File: config.mk
export PLATFORM = sky130hd
export DESIGN_NAME = handshake_tx_fifo
export DESIGN_NICKNAME = d
export VERILOG_FILES = /design/src/rtl/handshake_tx_fifo.sv
export SDC_FILE = /design/constraint.sdc
export NUM_CORES = 1
export LEC_CHECK = 0
export ABC_AREA = 1
export CORE_ASPECT_RATIO = 0.75
export CORE_MARGIN = 3
export CORE_UTILIZATION = 35
export DETAILED_ROUTE_END_ITERATION = 10
export PLACE_DENSITY = 0.57
export SLEW_MARGIN = 25
export SYNTH_ARGS = -nofsm -noshare
export SYNTH_HDL_FRONTEND = slang
export SYNTH_SLANG_ARGS = --single-unit
File: constraint.sdc
create_clock -name i_clk_a -period 2.9 [get_ports i_clk_a]
set_input_delay 0.29 -clock i_clk_a [delete_from_list [all_inputs] [get_ports i_clk_a]]
set_output_delay 0.29 -clock i_clk_a [all_outputs]
set_load 0.02 [all_outputs]
File: src/rtl/handshake_tx_fifo.sv
// Source-domain FIFO that feeds a CDC handshake synchronizer one word at a time,
// launching only while the synchronizer reports not busy.
module handshake_tx_fifo #(
  parameter int DATA_WIDTH = 8,
  parameter int DEPTH      = 16,
  parameter int ADDR_WIDTH = $clog2(DEPTH)
) (
  input  logic                  i_clk_a,
  input  logic                  i_rst_n_a,
  input  logic                  i_wr_en,
  input  logic [DATA_WIDTH-1:0] i_wr_data,
  output logic                  o_full,
  output logic                  o_empty,
  output logic [ADDR_WIDTH:0]   o_count,
  output logic                  o_overflow,
  input  logic                  i_busy,
  output logic                  o_valid,
  output logic [DATA_WIDTH-1:0] o_data
);

  // state | meaning
  // IDLE  | waiting for a stored word and i_busy low
  // PULSE | o_valid high; synchronizer accepts the word at the next edge
  // BLANK | one dead cycle so the synchronizer can raise busy
  typedef enum logic [1:0] {
    IDLE  = 2'd0,
    PULSE = 2'd1,
    BLANK = 2'd2
  } state_t;

  localparam logic [ADDR_WIDTH:0] PTR_ONE = (ADDR_WIDTH+1)'(1);

  logic [DATA_WIDTH-1:0] mem [DEPTH];
  logic [ADDR_WIDTH:0]   wr_ptr;
  logic [ADDR_WIDTH:0]   rd_ptr;
  state_t                state;
  logic                  wr_fire;
  logic                  launch;

  assign o_empty = (wr_ptr == rd_ptr);
  assign o_full  = (wr_ptr[ADDR_WIDTH-1:0] == rd_ptr[ADDR_WIDTH-1:0]) &&
                   (wr_ptr[ADDR_WIDTH] != rd_ptr[ADDR_WIDTH]);
  assign o_count = wr_ptr - rd_ptr;

  assign wr_fire = i_wr_en && !o_full;
  assign launch  = (state == IDLE) && !o_empty && !i_busy;

  // Storage is deliberately not reset.
  always_ff @(posedge i_clk_a) begin
    if (wr_fire) begin
      mem[wr_ptr[ADDR_WIDTH-1:0]] <= i_wr_data;
    end
  end

  always_ff @(posedge i_clk_a or negedge i_rst_n_a) begin
    if (!i_rst_n_a) begin
      wr_ptr     <= '0;
      o_overflow <= 1'b0;
    end else begin
      o_overflow <= i_wr_en && o_full;
      if (wr_fire) begin
        wr_ptr <= wr_ptr + PTR_ONE;
      end
    end
  end

  always_ff @(posedge i_clk_a or negedge i_rst_n_a) begin
    if (!i_rst_n_a) begin
      state   <= IDLE;
      rd_ptr  <= '0;
      o_valid <= 1'b0;
      o_data  <= '0;
    end else begin
      case (state)
        IDLE: begin
          if (launch) begin
            state   <= PULSE;
            o_valid <= 1'b1;
            o_data  <= mem[rd_ptr[ADDR_WIDTH-1:0]];
            rd_ptr  <= rd_ptr + PTR_ONE;
          end
        end
        PULSE: begin
          state   <= BLANK;
          o_valid <= 1'b0;
        end
        BLANK: begin
          state <= IDLE;
        end
        default: begin
          state   <= IDLE;
          o_valid <= 1'b0;
        end
      endcase
    end
  end

endmodule

==> results of run 1 <==
==> per-stage QoR <==
stage	cells	hold WS, ns	setup WS, ns	area [sq um]
after floorplan	636	-0.00559	0.507	6640
after global placement	904	0.414	0.504	7240
after detailed placement	904	0.423	0.454	7240
after CTS	936	0.245	0.0698	7850
after global routing	936	0.254	0.0316	7850
final	936	0.246	0.187	7850
==> kinds of logic (layout without fill, tap and decap cells) <==
kind of cell               Yosys count  count (layout)  share of synthesized area
DFF                                150             150                      0.662
buffers and inverters              108             166                     0.0692
AOI/OAI and AO/OA                   12              12                     0.0124
xor gates and xnor gates            12              12                     0.0181
adders and majority gates           10              10                     0.0200
and+or+nand+nor                    344             344                      0.218
==> cell usage after synthesis (4+ instances only) <==
cell type | n | area share
a21oi_1 | 4 | 0.0030
a21oi_2 | 6 | 0.0079
buf_2 | 10 | 0.0075
buf_4 | 7 | 0.0079
clkbuf_1 | 4 | 0.0023
dfrtp_1 | 22 | 0.083
edfxtp_1 | 128 | 0.58
ha_1 | 9 | 0.017
inv_1 | 79 | 0.045
inv_2 | 4 | 0.0023
nand2_1 | 228 | 0.13
nand3_1 | 75 | 0.057
nor2_1 | 30 | 0.017
xor2_1 | 10 | 0.013
==> flip-flops by register name, summed over array words and instances (netlist names) <==
name        flops
state           2
o_overflow      1
rd_ptr          5
mem           128
o_data          8
wr_ptr          5
o_valid         1
==> area by class of cell <==
cell class,count,area share
Clock buffer,17,0.0542
Clock inverter,15,0.0234
Inverter,84,0.0401
Multi-Input combinational cell,378,0.227
Sequential cell,150,0.560
Tap cell,242,0.0386
Timing Repair Buffer,50,0.0570
==> cell usage in the layout (no fill, tap or decap), drive strengths merged <==
master / synthesis / final
buf: 20 / 22
o21ai: 2 / 2
dlymetal6s2s: 0 / 1
nor2: 34 / 34
bufinv: 0 / 2
nor3: 1 / 1
a21oi: 10 / 10
xnor2: 1 / 1
xor2: 11 / 11
inv: 83 / 92
clkbuf: 4 / 17
clkdlybuf4s50: 0 / 27
nand3: 76 / 76
edfxtp: 128 / 128
nand2: 233 / 233
clkinv: 1 / 5
dfrtp: 22 / 22
ha: 9 / 9
fa: 1 / 1
==> layer usage <==
layer,track usage,vias to the layer above,wire length [microns]
met2,0.219,104,6610
met4,0.0355,0,119
met1,0.238,2127,7730
met5,0,-,0
li1,-,2134,-
met3,0.0384,12,926
==> power by group <==
part,switching [uW],leakage (uW),internal (uW),total (uW)
registers,150,0.00141,2680,2830
clock network,960,0.000302,1310,2270
logic,2210,0.00167,1130,3330
total,3320,0.00339,5120,8440
==> final timing paths <==
check	depth (start not counted)	from	slack, ns	to
worst min-delay path	2	i_rst_n_a	0.25	state[0]$_DFFE_PN0P_
max in group asynchronous	2	i_rst_n_a	2.39	rd_ptr[0]$_DFFE_PN0P_
worst min register to register	1	state[1]$_DFFE_PN0P_	0.43	state[1]$_DFFE_PN0P_
worst max-delay path	6	wr_ptr[0]$_DFFE_PN0P_	0.19	o_count[2]
worst max register to register	9	rd_ptr[3]$_DFFE_PN0P_	0.44	mem[9][0]$_DFFE_PP_
min in group i_clk_a	1	state[1]$_DFFE_PN0P_	0.43	state[1]$_DFFE_PN0P_
==> results.md, run 1 <==
- Status: finished, final reports clean
- Routed length per instance: 16.4 microns
- Worst-path clk slew: 0.07 ns
- Pwr dens: 1070 nW/um^2
- Synthesized cell area: between 6000 and 7000 sq um
- CTS Root Cell: clkbuf_16
- Synth async-reset ratio: 0.147
- Fraction of layout cells with a size suffix above 1: 0.110
- Synth Area per Inst: around 10 sq um
- First-pass GRT wire length: between 20000 and 25000 microns
- Fin util: 0.433
- Slew HR: 0.399
- # diodes: 0
- Hold_buf cts: 0
- IO Port Bufs: 28
- Area Growth Syn to Fin: 18.3%
- Avg Vias per Cell: 4.68
- CP Max Fanout: 5
- Final Hold Violating Endpoints: 0
- Initial drt markers: between 300 and 400
- Nets: ~700
- Area of the multi-input gates: between 1500 and 2000 sq um
- Post-cts gate resize count: 0
- Mapped Cells: 636
- F_max: 0.369 GHz
- Crit path cell chain: inv_1, ha_1, inv_1, fa_1, xor2_1, clkdlybuf4s50_1
- Worst path most repeated cell: inv_1
- Io pins: 29
- Initial Util: 0.366
- DRT Pass-1 Iters: 5
- FF+latch count, synth: 150
- Max clock buf depth: 2
- H-tree levels: 4
- Critical Path Source Type: register
- Crit-path slowest cell: clkdlybuf4s50_1
- Final Cycle Share: 0.935
- Die width: 165 microns
- Synth cell types: 28
- Hold Crit Class: in2async
- Synth warn: 0
- Worst path top cell family by delay: buffers and inverters
- GPL Wtd Cong: 0.870
- P_leak: 0.00339 uW
- Post-synth EDFFs: around 130
- Via count: 4377
- Critical path type: reg2out
- Final ANT Viol Nets: 0
- Max Slew Vio Count: 0
- Crit path capture type: primary output
- Top_reg_cell synth: edfxtp_1
- DRC viols: 0
- Max VDD drop: 1410 uV
- Critical Path AT: 2.42 ns
- Setup_tns: 0 ns
- FF+latch area: 4400 sq um
- FP Rows: 42
- Worst-Margin Slew: 0.899 ns
- Fill count: between 1500 and 2000
- CTS buffer count: 17
- Max cap viols: 0
- Total gr overflow: 0
- Clk_lat worst skew: 0.42 ns
- Post-CTS Setup Repair Bufs: 0
- WL final: 15400 microns
- Design Power: 8440 uW
- Final Setup Violations: 0
- CTS tree: done
- Syn_nets: approximately 660
- Die height: 125 microns
- Fin Clk Skew: 0.0115 ns
- Vias in the first global route: 4166
- Core area: roughly 18000 sq um
- Largest net degree at the start of global routing: 68
- Worst path required time: 2.61 ns
- Dpl hpwl: about 10000 microns
- Total GRT Usage: 0.154
- DIE AREA: 20700 sq um
- RSZ-0062 raised after global routing: false
- Seq/Total Area, Yosys: 0.662
- CP Buf/Inv Count: 3
- Clock sink total: 150
- Initial antenna violation count: 0
- Largest stage delay on the critical path: 0.62 ns
- Minimum clock period: 2.71 ns
No activity file was read; power rests on OpenSTA's default activity.
==> run 2, diff against run 1 <==
- CTS_CLUSTER_DIAMETER: default -> 40
==> results of run 2 <==
Final layout, timing and power as in run 1 (identical DEF).
==> run 3, diff against run 2 <==
- TNS_END_PERCENT: default -> 5
==> results of run 3 <==
Final layout, timing and power as in run 1 (identical DEF).
==> edit 1, RTL diff (settings of run 1) <==
Remove the register `o_overflow`: a continuous assignment takes its place, so the output `o_overflow` follows one clock earlier.
--- a/src/rtl/handshake_tx_fifo.sv
+++ b/src/rtl/handshake_tx_fifo.sv
@@ -56,7 +56,5 @@
     if (!i_rst_n_a) begin
       wr_ptr     <= '0;
-      o_overflow <= 1'b0;
     end else begin
-      o_overflow <= i_wr_en && o_full;
       if (wr_fire) begin
         wr_ptr <= wr_ptr + PTR_ONE;
@@ -64,4 +62,6 @@
     end
   end
+
+  assign o_overflow = i_wr_en && o_full;
 
   always_ff @(posedge i_clk_a or negedge i_rst_n_a) begin
Formal check against the unedited RTL: no difference found for any inputs over 10 cycles, from zero or initial values and one cycle with i_rst_n_a low; that may be too few to reach the edited logic, so the function may still have changed.
==> edit 1 against run 1 <==
Routed wire length up 2.7%. Synthesized area is 0.38% lower. Critical path type unchanged. Core utilization up 0.22 points. Largest power group unchanged. Setup slack hardly changed. Total power up 2.0%. Sequential cell count decreased by 1. Design area rose by 0.21%.
==> edit 1: results <==
[yosys]
async_flop_share = 0.1409
synthesis.nets = 657
ys_seq_area_frac = 0.6609
synth_warnings = 0
ys_top_cells_by_area = "edfxtp_1, nand2_1, dfrtp_1"

[place]
place_area_um2 = 7217
gp_congestion = 0.9069
dpl.hpwl_mm = 10.33

[setup_path]
rr_worst_depth = 9
r2r_end = "mem[11][2]"
ff2ff_setup_slack_ns = 0.54
crit-reg2reg-launch = "rd_ptr[3]"

[clock_network]
clock_tree.root_cell = "clkbuf_16"
cts_made_buffers = 17

[sta]
worstMarginPinSlew_ns = 0.8970
finClkSkew_ns = 0.007897
hold_ws_ns = 0.2449

[drt]
drt_first_pass_iters = 5
num_vias = 4432
totalWireLength_mm = 15.79
drt_iter0_drc = 431

[global_routing]
grt_pass1_wl_mm = 24.72
grt_usage = 0.1600
antenna_found_initial = 1
grt_start_max_net_pins = 67
grt_pass1_vias = 4333

[final_layout]
fill_cells = 1746
final_nets = 702
drive_above_1_share = 0.1097

[outcome]
outcome = "finished, final reports clean"

[pwr]
p_leak_nw = 3.394
peakVddDrop_v = 0.0009784
[edit 1: changes by cell type after synthesis, sizes merged]
cell   before  now
dfrtp      22   21
[edit 1: stage by stage]
| step | std cells | util | setup WS (ns) |
|---|---|---|---|
| after CTS | 935 | 0.4352 | 0.07383 |
| after global routing | 935 | 0.4354 | 0.08347 |
| after detailed placement | 903 | 0.3992 | 0.5113 |
| after floorplan | 635 | - | 0.5070 |
| after global placement | 903 | 0.3992 | 0.5587 |
| final | 935 | 0.4354 | 0.1874 |
[edit 1: logic make-up (layout without fill, tap and decap cells)]
family / after synthesis / count (layout) / synth area share
and+or+nand+nor: 344 / 344 / 0.2190
adders and majority gates: 10 / 10 / 0.02006
buffers and inverters: 108 / 166 / 0.06945
xor gates and xnor gates: 12 / 12 / 0.01817
AOI/OAI and AO/OA: 12 / 12 / 0.01249
DFF: 149 / 149 / 0.6609
[edit 1: worst register-to-register path, delay by kind of cell, from the launching register on]
kind,cells,cell delay (ns)
buf+inv,2,0.24
fa+ha+maj,1,0.31
flops,1,0.41
simple gates,6,1.05
[edit 1: timing repair]
action                     in CTS  in global routing
resized for setup               0                  1
setup endpoints to repair       0                  1
hold buffers                    0                  0
setup buffers                   0                  0
[edit 1: final cells by class]
cell class,instances,share of cell area
well taps,242,0.03847
multi-input cells,378,0.2266
repair buffers,50,0.05692
clock inverters,14,0.02814
flip-flops and latches,149,0.5553
inverters,84,0.04006
clock buffers,18,0.05453
[edit 1: how the worst max path moves through the flow]
stage / endpoint / slack (ns) / cells after the start
CTS: o_count[4] / 0.07 / 8
finish: o_count[2] / 0.19 / 6
floorplan: mem[12][0] / 0.51 / 11
global placement: o_count[4] / 0.56 / 8
detailed placement: o_count[4] / 0.51 / 8
global route: o_count[2] / 0.08 / 6
[edit 1: metal layers]
metal | vias up | track usage | share of wire | routed length (µm)
li1 | 2136 | - | - | -
met1 | 2157 | 0.2485 | 0.51 | 8001
met2 | 119 | 0.2228 | 0.42 | 6607
met3 | 18 | 0.04200 | 0.062 | 985
met4 | 2 | 0.03748 | 0.012 | 184
met5 | - | 0 | 0.00076 | 12
[edit 1: power by group]
part | leakage, nW | internal (mW) | switching, mW
registers | 1.40 | 2.66 | 0.169
logic | 1.67 | 1.13 | 2.22
clock network | 0.320 | 1.54 | 0.883
total | 3.39 | 5.33 | 3.27
==> edit 2, RTL diff (config.mk and constraints of run 1) <==
Without the edit above. The parameter `DATA_WIDTH` goes from 8 to 9.
--- a/src/rtl/handshake_tx_fifo.sv
+++ b/src/rtl/handshake_tx_fifo.sv
@@ -2,5 +2,5 @@
 // launching only while the synchronizer reports not busy.
 module handshake_tx_fifo #(
-  parameter int DATA_WIDTH = 8,
+  parameter int DATA_WIDTH = 9,
   parameter int DEPTH      = 16,
   parameter int ADDR_WIDTH = $clog2(DEPTH)
Interface: changed (resized i_wr_data and o_data); port bits go from 29 to 31. The function was not compared with the original's and may differ.
==> edit 2 against run 1 <==
Design area rose by 9.2%. Sequential power is 11% higher. Setup slack lost 0.012 ns. Synthesized area up 10%. Die area up 9.9%. Sequential cell count grew 17. Routed wire length rose by 12%. Final cell count up 11%. Clock skew fell by 0.0016 ns. Clock power decreased by 4%. Total power grew 5.7%. Worst hold slack worse by 0.0064 ns. Via count grew 7.7%. Combinational power increased by 8.4%. Critical path type unchanged. Largest cell class unchanged.
==> edit 2: results <==
[clock_network]
clk_pin_slew_ns = 0.06

[global_routing]
met2_usage = 0.2141
grt_usage = 0.1566
grt_start_max_net_pins = 54
use_met3 = 0.04102
grt_pass1_vias = 4470
met1_usage = 0.2407
grt_pass1_wl_mm = 26.83

[setup_path]
r2r_end = "mem[0][8]"
ff2ff_setup_slack_ns = 0.63
cp_slowest_stage_delay_ns = 0.64
cp_slowest_cell = "clkdlybuf4s50_1"
rr_worst_depth = 10
crit-reg2reg-launch = "rd_ptr[2]"

[drt]
highest_layer = "met4"
totalWireLength_mm = 17.20
viasPerCell = 4.520
drt_first_pass_iters = 5
drt-met1-wl_mm = 8.692
drt_iter0_drc = 397
met3_length_mm = 1.104
met2_length_mm = 7.186

[sta]
worstMarginPinSlew_ns = 0.8351
finClkSkew_ns = 0.009919

[pwr]
p_leak_nw = 3.662
peakVddDrop_v = 0.0004672

[place]
gp_congestion = 0.8488
dpl.hpwl_mm = 10.93
place_area_um2 = 8014
portBuffers = 30

[yosys]
synthesis.nets = 724
synth_common_cells = "nand2_1, edfxtp_1, inv_1, nand3_1, nor2_1"
ys_top_cells_by_area = "edfxtp_1, nand2_1, dfrtp_1"
synth-edff-count = 144
ys_types = 26
synthCells = 701
async_flop_share = 0.1377
ys_seq_area_frac = 0.6692

[final_layout]
fin_cells = 1043
drive_above_1_share = 0.09724
final_nets = 771
largest_reg_flops = 144

[outcome]
outcome = "finished, final reports clean"
-- edit 2: power by group --
part / internal, mW / switching, mW
Sequential: 2.98 / 0.163
Combinational: 1.21 / 2.40
Clock: 1.26 / 0.911
Total: 5.45 / 3.47
-- edit 2: worst max path at each step --
stage | slack, ns | from | to | depth (start not counted)
floorplan | 0.50 | rd_ptr[1] | mem[0][0] | 11
global placement | 0.56 | wr_ptr[0] | o_count[4] | 8
detailed placement | 0.52 | wr_ptr[0] | o_count[4] | 8
CTS | 0.07 | wr_ptr[0] | o_count[4] | 8
global route | 0.04 | wr_ptr[0] | o_count[2] | 6
finish | 0.18 | wr_ptr[0] | o_count[2] | 6
-- edit 2: logic make-up (layout without fill, tap and decap cells) --
logic type	after synthesis	count (layout)	synth area share
AO/OA/AOI/OAI	13	13	0.01299
XOR/XNOR	12	12	0.01641
adder cells (fa/ha/maj)	10	10	0.01811
buffers and inverters	119	179	0.06767
flip-flops	167	167	0.6692
AND/OR/NAND/NOR	380	380	0.2157
-- edit 2: worst max-delay path: cells and delay by family, from the launching register on --
family | cells | cell delay [ns]
buffers and inverters | 3 | 0.87
adders and majority gates | 2 | 0.58
DFF | 1 | 0.40
xor gates and xnor gates | 1 | 0.17
-- edit 2: per-stage QoR --
step,worst slack (ns),hold slack [ns],utilization
after floorplan,0.4964,-0.005591,-
after global routing,0.03785,0.2630,0.4209
after detailed placement,0.5203,0.4202,0.3932
after CTS,0.07200,0.2428,0.4208
after global placement,0.5577,0.4238,0.3932
final,0.1756,0.2391,0.4209
-- edit 2: final cells by class --
cell class                      count  area (µm²)
Fill cell                        1978       11800
Sequential cell                   167        4901
Multi-Input combinational cell    415        1927
Timing Repair Buffer               55       490.5
Clock buffer                       19       432.9
Tap cell                          282       352.8
Inverter                           92       345.3
Clock inverter                     13       130.1
